**src/rtl/pc_fetch_sequencer_pkg.sv**
```systemverilog
// Shared types and default widths for the fetch sequencer and its helpers.
package pc_fetch_sequencer_pkg;

  localparam int DEFAULT_PC_WIDTH    = 8;
  localparam int DEFAULT_INSTR_WIDTH = 16;

  typedef enum logic [2:0] {
    ST_IDLE,
    ST_FETCH,
    ST_WAIT_RSP,
    ST_EXEC,
    ST_DONE
  } state_t;

endpackage

```
**src/rtl/pc_fetch_sequencer_inc.sv**
```systemverilog
// Combinational PC incrementer; pc_max flags the all-ones value that wraps to zero.
module pc_fetch_sequencer_inc #(
  parameter int WIDTH = 8
) (
  input  logic [WIDTH-1:0] pc,
  output logic [WIDTH-1:0] pc_plus1,
  output logic             pc_max
);

  assign pc_plus1 = pc + 1'b1;
  assign pc_max   = &pc;

endmodule

```
**src/rtl/pc_fetch_sequencer.sv**
```systemverilog
// Single-issue fetch/execute sequencer: fetches at PC, holds the instruction for
// the execute stage, then steps, branches or halts on ExecDone.
module pc_fetch_sequencer
  import pc_fetch_sequencer_pkg::*;
#(
  parameter int PC_WIDTH    = DEFAULT_PC_WIDTH,
  parameter int INSTR_WIDTH = DEFAULT_INSTR_WIDTH,
  parameter int CNT_WIDTH   = 16
) (
  input  logic                   clk,
  input  logic                   reset,
  input  logic                   Start,
  input  logic [PC_WIDTH-1:0]    StartPC,
  output logic                   MemReqValid,
  input  logic                   MemReqReady,
  output logic [PC_WIDTH-1:0]    MemAddr,
  input  logic                   MemRspValid,
  input  logic [INSTR_WIDTH-1:0] MemRspData,
  output logic [INSTR_WIDTH-1:0] Instr,
  output logic                   ExecValid,
  input  logic                   ExecDone,
  input  logic                   BranchTaken,
  input  logic [PC_WIDTH-1:0]    BranchTarget,
  input  logic                   Halt,
  output logic [PC_WIDTH-1:0]    CurrentPC,
  output logic                   Busy,
  output logic                   Done,
  output logic                   PcWrap,
  output logic [CNT_WIDTH-1:0]   RetiredCount
);

  state_t                 state_reg, state_next;
  logic [PC_WIDTH-1:0]    pc_reg;
  logic [PC_WIDTH-1:0]    pc_inc;
  logic                   pc_at_max;
  logic [INSTR_WIDTH-1:0] instr_reg;
  logic [CNT_WIDTH-1:0]   count_reg;
  logic                   wrap_reg;
  logic                   start_ok;
  logic                   rsp_take;
  logic                   retire;

  pc_fetch_sequencer_inc #(.WIDTH(PC_WIDTH)) u_inc (
    .pc       (pc_reg),
    .pc_plus1 (pc_inc),
    .pc_max   (pc_at_max)
  );

  assign start_ok = Start && ((state_reg == ST_IDLE) || (state_reg == ST_DONE));
  assign rsp_take = (state_reg == ST_WAIT_RSP) && MemRspValid;
  assign retire   = (state_reg == ST_EXEC) && ExecDone;

  always_ff @(posedge clk or posedge reset) begin
    if (reset) state_reg <= ST_IDLE;
    else       state_reg <= state_next;
  end

  always_comb begin
    state_next = state_reg;
    case (state_reg)
      ST_IDLE, ST_DONE: if (Start)       state_next = ST_FETCH;
      ST_FETCH:         if (MemReqReady) state_next = ST_WAIT_RSP;
      ST_WAIT_RSP:      if (MemRspValid) state_next = ST_EXEC;
      ST_EXEC:          if (ExecDone)    state_next = Halt ? ST_DONE : ST_FETCH;
      default:                           state_next = ST_IDLE;
    endcase
  end

  always_comb begin
    MemReqValid = 1'b0;
    ExecValid   = 1'b0;
    Busy        = 1'b0;
    Done        = 1'b0;
    case (state_reg)
      ST_FETCH:    begin MemReqValid = 1'b1; Busy = 1'b1; end
      ST_WAIT_RSP: Busy = 1'b1;
      ST_EXEC:     begin ExecValid = 1'b1; Busy = 1'b1; end
      ST_DONE:     Done = 1'b1;
      default:     ;
    endcase
  end

  // Halt takes priority over a simultaneous branch; only sequential steps can wrap.
  always_ff @(posedge clk or posedge reset) begin
    if (reset) begin
      pc_reg    <= '0;
      instr_reg <= '0;
      count_reg <= '0;
      wrap_reg  <= 1'b0;
    end else begin
      if (start_ok) begin
        pc_reg    <= StartPC;
        count_reg <= '0;
        wrap_reg  <= 1'b0;
      end
      if (rsp_take) instr_reg <= MemRspData;
      if (retire) begin
        if (!(&count_reg)) count_reg <= count_reg + 1'b1;
        if (!Halt) begin
          if (BranchTaken) begin
            pc_reg <= BranchTarget;
          end else begin
            pc_reg <= pc_inc;
            if (pc_at_max) wrap_reg <= 1'b1;
          end
        end
      end
    end
  end

  assign MemAddr      = pc_reg;
  assign CurrentPC    = pc_reg;
  assign Instr        = instr_reg;
  assign PcWrap       = wrap_reg;
  assign RetiredCount = count_reg;

endmodule

```
**config.mk**
```make
export PLATFORM = sky130hd
export DESIGN_NAME = pc_fetch_sequencer
export DESIGN_NICKNAME = d
export VERILOG_FILES = /design/src/rtl/pc_fetch_sequencer_pkg.sv /design/src/rtl/pc_fetch_sequencer_inc.sv /design/src/rtl/pc_fetch_sequencer.sv
export SDC_FILE = /design/constraint.sdc
export NUM_CORES = 1
export LEC_CHECK = 0
export BUFFER_PORTS_ARGS = -buffer_cell sky130_fd_sc_hd__buf_2
export CAP_MARGIN = 15
export CORE_MARGIN = 2
export CORE_UTILIZATION = 53
export CTS_CLUSTER_DIAMETER = 80
export DETAILED_ROUTE_END_ITERATION = 6
export HOLD_SLACK_MARGIN = 0.08
export PLACE_DENSITY = 0.81
export SYNTH_ARGS = -nofsm -noshare
export SYNTH_HDL_FRONTEND = slang
export SYNTH_HIERARCHICAL = 1
export SYNTH_SLANG_ARGS = --single-unit
```
**constraint.sdc**
```tcl
create_clock -name clk -period 6.1 [get_ports clk]
set_input_delay 0.305 -clock clk [delete_from_list [all_inputs] [get_ports clk]]
set_output_delay 0.305 -clock clk [all_outputs]
set_load 0.005 [all_outputs]
```
Word level (Yosys, flattened, before mapping)
Cells that the tools add are included.
Widths: inputs -> output; s select.

word-level totals
  register bits = 44
  bits in latches = 0
  bits in writable memories = 0
  memory bits (read-only) = 0
  input bits = 40
  output and inout port bits = 53
  word-level logic and storage cells = 47
  memories = 0

operators by class
  $add $sub $neg = 2
  multiply operators = 0
  divide/modulo/power cells = 0
  order comparisons = 0
  eq/ne operators = 8
  shift operators = 0
  muxes and demuxes = 22
  bitwise gates (word level) = 0
  reduce and logical (&&, ||, !) cells = 10

operator list
  operator               count
  $mux 16                3
  $mux 8                 4
  $add 16x1->16 const B  1
  $reduce_and 16->1      1
  $mux 3                 5
  $pmux 3 s4             1
  $mux 1                 9
  $add 8x1->8 const B    1
  $ne 2x2->1 const B     4
  $reduce_and 8->1       1
  $eq 3x2->1 const B     2
  $reduce_and 4->1       1
  $eq 3x1->1 const B     1
  $eq 3x3->1 const B     1
  $logic_and 1x1->1      3
  $logic_not 3->1        1
  $reduce_or 3->1        1
  $reduce_or 2->1        1
  $logic_or 1x1->1       1

Depth between registers and ports, before layout
Gate-level depths: netlist of run 1.

  depth in word-level cells = 8
  gate-level depth with buffers = 7
  mapped depth without buffers = 5

By module
The synthesis of run 1 kept the hierarchy.

modules (own cells, without submodules)
  module                  times used  cells an instance  area each (sq um)  seq. area each (sq um)
  pc_fetch_sequencer      1           220                2333.5             1101.1
  pc_fetch_sequencer_inc  1           16                 128.9              0.0

Worst setup path before layout of run 1
Ideal clock, no wire load.

  path type = flip-flop to flip-flop
  start = register count_reg[0], in the netlist RetiredCount[0]
  end = register count_reg[3], in the netlist RetiredCount[3]
  library setup time = 0.126 ns
  data arrival time = 1.860 ns
  slack = 4.114 ns
  cell stages (with the launch flop) = 8
  path buffers = 2
  period minus slack after synthesis = 1.986 ns
  cells stage by stage = dfrtp_1 ha_1 nand3_1 buf_2 nor4_4 nor2_1 clkbuf_1 a221o_1

between the ends
  word-level cells in the longest chain between the ends = 3
  elaborated cells between the ends (all ways) = 4
  those cells by class = 1 x add/sub; 2 x mux; 1 x reduce/logical

ends and longest elaborated chain
  item                                                line                      RTL
  start, declared                                     pc_fetch_sequencer.sv:37  logic [CNT_WIDTH-1:0] count_reg;
  start signal, assigned                              pc_fetch_sequencer.sv:98  if (!(&count_reg)) count_reg <= count_reg + 1'b1;
  $add 16x1->16 or $reduce_and 16->1 (tied branches)  pc_fetch_sequencer.sv:98
  $mux 16 (*)                                         pc_fetch_sequencer.sv:98
  $mux 16 (*)                                         pc_fetch_sequencer.sv:97  if (retire) begin

Mark *: on every way between the ends. The rest lies on a longest branch, timed or not.
A chain may end at the register's enable or synchronous reset.

Worst setup path after layout of run 1
  start = register state_reg[0]
  end = register pc_reg[2], in the netlist CurrentPC[2]

between the ends
  word-level cells in the longest chain between the ends = 6
  elaborated cells between the ends (all ways) = 9
  those cells by class = 2 x eq/ne; 3 x mux; 4 x reduce/logical

ends and longest elaborated chain
  item                                           line                       RTL
  start, declared                                pc_fetch_sequencer.sv:32   state_t state_reg, state_next;
  start signal, assigned                         pc_fetch_sequencer.sv:55   else state_reg <= state_next;
  $eq 3x3->1 or $logic_not 3->1 (tied branches)  pc_fetch_sequencer.sv:49   assign start_ok = Start && ((state_reg == ST_IDLE) || (state_reg == ST_DONE));
  $logic_or 1x1->1                               pc_fetch_sequencer.sv:49
  $logic_and 1x1->1                              pc_fetch_sequencer.sv:49
  $mux 8                                         pc_fetch_sequencer.sv:91   if (start_ok) begin
  $mux 8                                         pc_fetch_sequencer.sv:99   if (!Halt) begin
  $mux 8 (*)                                     pc_fetch_sequencer.sv:97
  end signal, assigned                           pc_fetch_sequencer.sv:92   pc_reg <= StartPC;
  end signal, assigned                           pc_fetch_sequencer.sv:101  pc_reg <= BranchTarget;
  end signal, assigned                           pc_fetch_sequencer.sv:103  pc_reg <= pc_inc;
  end, declared                                  pc_fetch_sequencer.sv:33   logic [PC_WIDTH-1:0] pc_reg;

Marks and branches as above.

==> impl_results.md, run 1 <==
- Status: completed
- Die ar.: 0.00521 mm2
- Max Cap Violations: 0
- Mapped Area: between 0.002 and 0.0025 mm2
- # hold bufs at CTS: 0
- Clock Sinks: 44
- Vias in the first global route: ~2000
- Die height: ~72 um
- Pwr dens: ~370 mW/mm2
- Final nets: about 360
- Syn Area/Cell: about 10 um2
- Top-area cell type share of the netlist area: approximately 45%
- Global route overflow: 0
- Asr flop ratio synth: 100%
- Final hold viol count: 0
- Placer Congestion: 0.814
- Die Wd: roughly 72 um
- CTS buffer count: 5
- Post-synth EDFFs: 0
- Post-DRT Antenna Nets: 0
- Slew @ Worst Pin: around 1.0 ns
- Mux contribution to synthesized area: between 10 and 15%
- Tot GR Track Use: 22.5%
- Global-route wire length before repair: 9.31 mm
- Commonest cells post-synth: 44 x dfrtp_1, 17 x mux2_2, 16 x nand2_1
- Main flop type after synthesis: dfrtp_1
- Post-synthesis simple-gate area fraction: 20.8%
- Worst vdd ir: approximately 210 uV
- Post-synth top area cell: dfrtp_1
- Compound-cell area share of the yosys netlist: between 10% and 20%
- # IOs: 93
- Max-slew headroom: between 30 and 40%
- Antenna violations before repair: 0
- Row count: 24
- Crit path max fanout: 17
- CTS tree: done
- Multi-input logic area: approximately 0.0012 mm2
- Clk root buf: clkbuf_8
- Leakage power: approximately 1.5 nW
- Main combinational cell family by area after synthesis: simple AND/OR/NAND/NOR gates
- 1st-iter DRT viols: approximately 110
- Worst R2R Path Depth: 4
- Clk_skew: about 0.0036 ns
- Synthesized-area fraction occupied by adder cells: ~1.0%
- Endpoint required time on the critical path: 6.33 ns
- Crit path DAT: 2.70 ns
- Post-Synthesis Cells: between 200 and 250
- HPWL after DPL: 4.09 mm
- Synth warnings: 6
- Initial core utilization: a little under three fifths
- Distinct cell type count after synthesis: 50
- Net Count, Synth: roughly 280
- Clock Tree Buf Depth: 2
- Final Power: around 1.1 mW
- Layout area overhead: 21.6%
- Number of diodes: 0
- Hold Crit Class: in2async
- RSZ-0062 raised after global routing: false
- Post-CTS setup buffer count: 0
- XOR/XNOR Fraction of Synth Area: under 10%
- Max Fclk: 404 MHz
- Reg-to-reg endpoint: CurrentPC[2]
- # H-tree levels: 2
- Fin. max-slew vios: 0
- Fill cells: 353
- Synth Register Bits: 44
- Clk_lat worst skew: around 0.3 ns
- Startpoint types: flip-flop
- Post-synthesis sequential area ratio: 44.7%
- Largest net degree at the start of global routing: between 40 and 50
- Worst-path clk slew: approximately 0.09 ns
- Final Critical Period: between 2 and 2.5 ns
- Worst Setup End Kind: flip-flop
- Layout cell share with drive strength beyond 1: 40.4%
- Reg2Reg Launch Point: state_reg[0]
- Port bufs: between 90 and 100
- Final Hold Slack: between 0.1 and 0.15 ns
- Final setup fails: 0
- CTS resizes: 0
- # DRC: 0
- DRT Wirelength: a little under 6 mm
- Core area: 0.00441 mm2
- Critical path class: reg2reg
- Synth top area cells: dfrtp_1 45%, mux2_2 7.8%, a221o_1 3.3%
- FF-to-FF setup slack: around 3.6 ns
- Most common cell in the netlist: dfrtp_1
- Detailed Routing Iterations Pass 1: 5
- Setup_tns: 0 ns
- Fin crit share: 40.6%
- WL/cell: 15.6 um
- Via density: between 5 and 6
- Vias: roughly 2200
- FF/Latch Area: about 0.0011 mm2
==> metal layers <==
layer	global-route usage, %	up-vias	share of wire, %
li1	-	1042	-
met1	28.4	1048	44
met2	39.3	80	49
met3	4.86	6	6.2
met4	5.66	0	0.50
met5	0	-	0
==> worst max-delay path by stage <==
stage                          from               to  slack, ns
finish                 state_reg[0]     CurrentPC[2]       3.62
global route           state_reg[0]     CurrentPC[2]       3.36
CTS                    state_reg[0]     CurrentPC[2]       3.66
detailed placement     state_reg[0]     CurrentPC[2]       3.66
global placement    RetiredCount[1]  RetiredCount[0]       3.70
floorplan           RetiredCount[0]  RetiredCount[3]       4.11
==> cells in the final DEF (no fill, tap or decap), types with 4 or more instances in the layout <==
cell type / n
nand4_1: 4
nand3_1: 8
buf_2: 92
o21ai_0: 7
dfrtp_1: 44
a211oi_1: 10
and2_1: 9
nand2_1: 16
mux2i_1: 8
clkbuf_8: 6
nor3_1: 7
mux2_2: 17
inv_1: 4
or4_1: 6
nor2_1: 11
a21oi_1: 12
a221o_1: 8
xnor2_1: 5
==> logic make-up after synthesis <==
group                      Yosys count
DFF                                 44
buffers and inverters               26
and+or+nand+nor                     83
adders and majority gates            2
xor gates and xnor gates             6
AOI/OAI and AO/OA                   50
muxes                               25
==> worst max-delay path, stage by stage, from the launching register on <==
cell and delay, ns:
dfrtp_1 0.56, nand4b_1 0.53, nor2_1 0.97, a211oi_1 0.15, a21oi_1 0.18
==> power breakdown <==
part	leakage (nW)	switching, mW	internal [mW]
Sequential	0.561	0.102	0.386
Clock	0.0434	0.105	0.0917
Combinational	0.866	0.198	0.231
Total	1.47	0.405	0.709
==> per-stage QoR <==
step           setup WS, ns  utilization (%)  cell area [um2]  std cells
2_1_floorplan          4.11                -             2460        236
3_3_place_gp           3.70             65.6             2900        361
3_5_place_dp           3.66             65.6             2900        361
4_1_cts                3.66             67.9             3000        369
5_1_grt                3.36             67.9             3000        369
6_report               3.62             67.9             3000        369
==> layout make-up <==
class,instances,area share [%]
multi-input combinational,166,41.3
sequential,44,36.8
timing repair buffer,94,15.9
clock buffer,6,2.76
tap,52,2.17
inverter,5,0.627
clock inverter,2,0.501
Note: power is estimated with default switching activity, not from simulation.
==> run 2: changes to the inputs <==
- ABC_AREA: not set -> 1
- CORE_UTILIZATION: 53 -> 46
- PLACE_DENSITY: 0.81 -> 0.73
- clock period: 6.1 -> 2.08 ns (I/O delays scaled with it)
==> impl_results.md, run 2 <==
- Hold path depth: 4
- Max Cap Violations: 0 (unchanged)
- WL/cell: 12.2 um (-22%)
- Final hold viol count: 0 (unchanged)
- Antenna violations before repair: 0 (unchanged)
- Post-synth EDFFs: 0 (unchanged)
- Synth warnings: 6 (unchanged)
- Endpoint required time on the critical path: 2.32 ns (-4.01 ns)
- Syn Area/Cell: 7.16 um2 (-31%)
- Top-area cell type share of the netlist area: 40.7% (-4.0 points)
- Clock Sinks: 44 (unchanged)
- CTS buffer count: 5 (unchanged)
- Distinct cell type count after synthesis: 33 (-34%)
- Final setup fails: 0 (unchanged)
- Hold Crit Class: in2reg
- Layout area overhead: 30.2%
- Global-route wire length before repair: 11.9 mm (+28%)
- Fin. max-slew vios: 0 (unchanged)
- Final Critical Period: 1.63 ns (-0.845 ns)
- Synth Register Bits: 44 (unchanged)
- CTS tree: done
- Setup_tns: 0 ns (unchanged)
- Mapped Area: 0.00271 mm2 (+9.9%)
- Slew @ Worst Pin: 0.672 ns (-0.362 ns)
- Die Wd: 80.7 um (+12%)
- Pwr dens: 981 mW/mm2 (+160%)
- Worst Setup End Kind: flip-flop
- Post-synthesis sequential area ratio: 40.7% (-4.0 points)
- Reg-to-reg endpoint: RetiredCount[11]
- Critical path class: reg2reg
- Final nets: 531 (+48%)
- Max Fclk: 613 MHz (+52%)
- Synth top area cells: dfrtp_1 41%, nand2_1 19%, nand3_1 7.8%
- Initial core utilization: 48.2% (-7.5 points)
- DRT Wirelength: 6.88 mm (+19%)
- Commonest cells after routing, fill and taps aside: 139 x nand2_1, 92 x buf_2, 44 x dfrtp_1
- Crit path max fanout: 10 (-7)
- Net Count, Synth: 420 (+51%)
- # IOs: 93 (unchanged)
- Clk_skew: 0.00710 ns (+0.00347 ns)
- Post-synth top area cell: dfrtp_1
- Fill cells: 520 (+47%)
- HP Start: Halt
- Min-Delay Endpoint: state_reg[0]
- Largest net degree at the start of global routing: 25 (-44%)
- Vias: 2744 (+26%)
- Tot GR Track Use: 23.1% (+0.59 points)
- Asr flop ratio synth: 100% (unchanged)
- Commonest cells post-synth: 139 x nand2_1, 44 x dfrtp_1, 42 x nand3_1
- 1st-iter DRT viols: 145 (+36%)
- HPWL after DPL: 4.77 mm (+17%)
- Crit path DAT: 1.87 ns (-0.83 ns)
- # DRC: 0 (unchanged)
- Detailed Routing Iterations Pass 1: 4 (-1)
- Worst R2R Path Depth: 7 (+3)
- Main flop type after synthesis: dfrtp_1
- CTS resizes: 0 (unchanged)
- Number of diodes: 0 (unchanged)
- Status: completed
- Reg2Reg Launch Point: RetiredCount[0]
- Max-slew headroom: 54.9% (+24 points)
- Clock Tree Buf Depth: 2 (unchanged)
- Clk_lat worst skew: 0.29 ns (about the same)
- Global route overflow: 0 (unchanged)
- FF-to-FF setup slack: 0.45 ns (-3.17 ns)
- Placer Congestion: 0.849 (+4.3%)
- Worst-path clk slew: 0.09 ns (about the same)
- Layout cell share with drive strength beyond 1: 25.9% (-14 points)
- Final Power: 3.46 mW (+210%)
- Post-DRT Antenna Nets: 0 (unchanged)
- RSZ-0062 raised after global routing: false
- Port bufs: 92 (unchanged)
- Post-Synthesis Cells: 378 (+60%)
- Vias in the first global route: 2685 (+32%)
- Core area: 0.00561 mm2 (+27%)
- Die ar.: 0.00651 mm2 (+25%)
- Leakage power: 1.91 nW (+30%)
- # H-tree levels: 2 (unchanged)
- Worst vdd ir: 654 uV (+210%)
- Fin crit share: 78.5% (+38 points)
- Via density: 4.88 (-17%)
- Die height: 80.7 um (+12%)
- Most common cell in the netlist: nand2_1
- Commonest non-fill, non-tap cell in the layout: nand2_1
- Clk root buf: clkbuf_8
- Startpoint types: flip-flop
- Row count: 27 (+13%)
## run 2: changes by cell type after synthesis, sizes merged, moves of 7 or more
cell,before,now
a211oi,10,0
a31oi,1,8
and2,9,0
nand2,16,144
mux2i,8,0
a21oi,13,2
o21ai,7,19
inv,5,37
a221o,8,0
nor2,11,45
mux2,17,0
nand3,8,44
## run 2: power breakdown
| part | internal (mW) | total, mW | switching (mW) | leakage [nW] |
|---|---|---|---|---|
| combinational | 0.636 | 1.51 | 0.872 | 1.30 |
| sequential | 1.12 | 1.38 | 0.264 | 0.573 |
| clock | 0.270 | 0.566 | 0.295 | 0.0445 |
| total | 2.03 | 3.46 | 1.43 | 1.91 |
## run 2: final cells by class
type | count | area [um2] | area share [%]
multi-input combinational | 280 | 1360 | 38.5
sequential | 44 | 1100 | 31.3
timing repair buffer | 121 | 741 | 21.0
inverter | 37 | 141 | 4.01
tap | 72 | 90.1 | 2.56
clock buffer | 7 | 86.3 | 2.45
clock inverter | 1 | 7.51 | 0.213
## run 2: kinds of logic after synthesis
group / after synthesis / synth area share, %
AO/OA/AOI/OAI: 31 / 6.89
XOR/XNOR: 8 / 2.59
adder cells (fa/ha/maj): 2 / 0.925
buffers and inverters: 54 / 9.16
flip-flops: 44 / 40.7
AND/OR/NAND/NOR: 239 / 39.7
## run 2: routing by layer
| layer | vias to the layer above | global-route usage (%) | share of wire [%] |
|---|---|---|---|
| li1 | 1409 | - | - |
| met1 | 1244 | 28.3 | 45 |
| met2 | 85 | 41.4 | 48 |
| met3 | 6 | 5.28 | 6.4 |
| met4 | 0 | 4.92 | 0.67 |
| met5 | - | 0 | 0 |
## run 2: how the worst max path moves through the flow
stage,from,endpoint,slack (ns),cells after the start
2_1_floorplan,RetiredCount[0],RetiredCount[15],0.62,7
3_3_place_gp,RetiredCount[0],RetiredCount[15],0.51,7
3_5_place_dp,RetiredCount[0],RetiredCount[11],0.47,7
4_1_cts,RetiredCount[0],RetiredCount[11],0.44,7
5_1_grt,RetiredCount[0],RetiredCount[11],0.31,7
6_report,RetiredCount[0],RetiredCount[11],0.45,7
## run 2: repair_timing
action                     in CTS  in global routing
setup buffers                   0                  0
setup endpoints to repair       0                  0
hold buffers                   25                  0
hold endpoints to repair       41                  0
## run 2: critical path, cell delays in order, from the launching register on
cell and delay (ns):
dfrtp_1 0.41, ha_1 0.24, nand2_1 0.10, nor2_2 0.21, nand3_4 0.13, o21ai_4 0.29, nand3_1 0.12, nand2_1 0.07
## run 2: stage by stage
step | hold slack (ns) | setup WS (ns) | cell area (um2) | std cells | utilization (%)
floorplan | 0.249 | 0.620 | 2710 | 378 | -
global placement | 0.144 | 0.513 | 3180 | 529 | 56.7
detailed placement | 0.145 | 0.473 | 3180 | 529 | 56.7
CTS | 0.138 | 0.443 | 3520 | 562 | 62.8
global route | 0.162 | 0.315 | 3520 | 562 | 62.8
finish | 0.150 | 0.448 | 3520 | 562 | 62.8
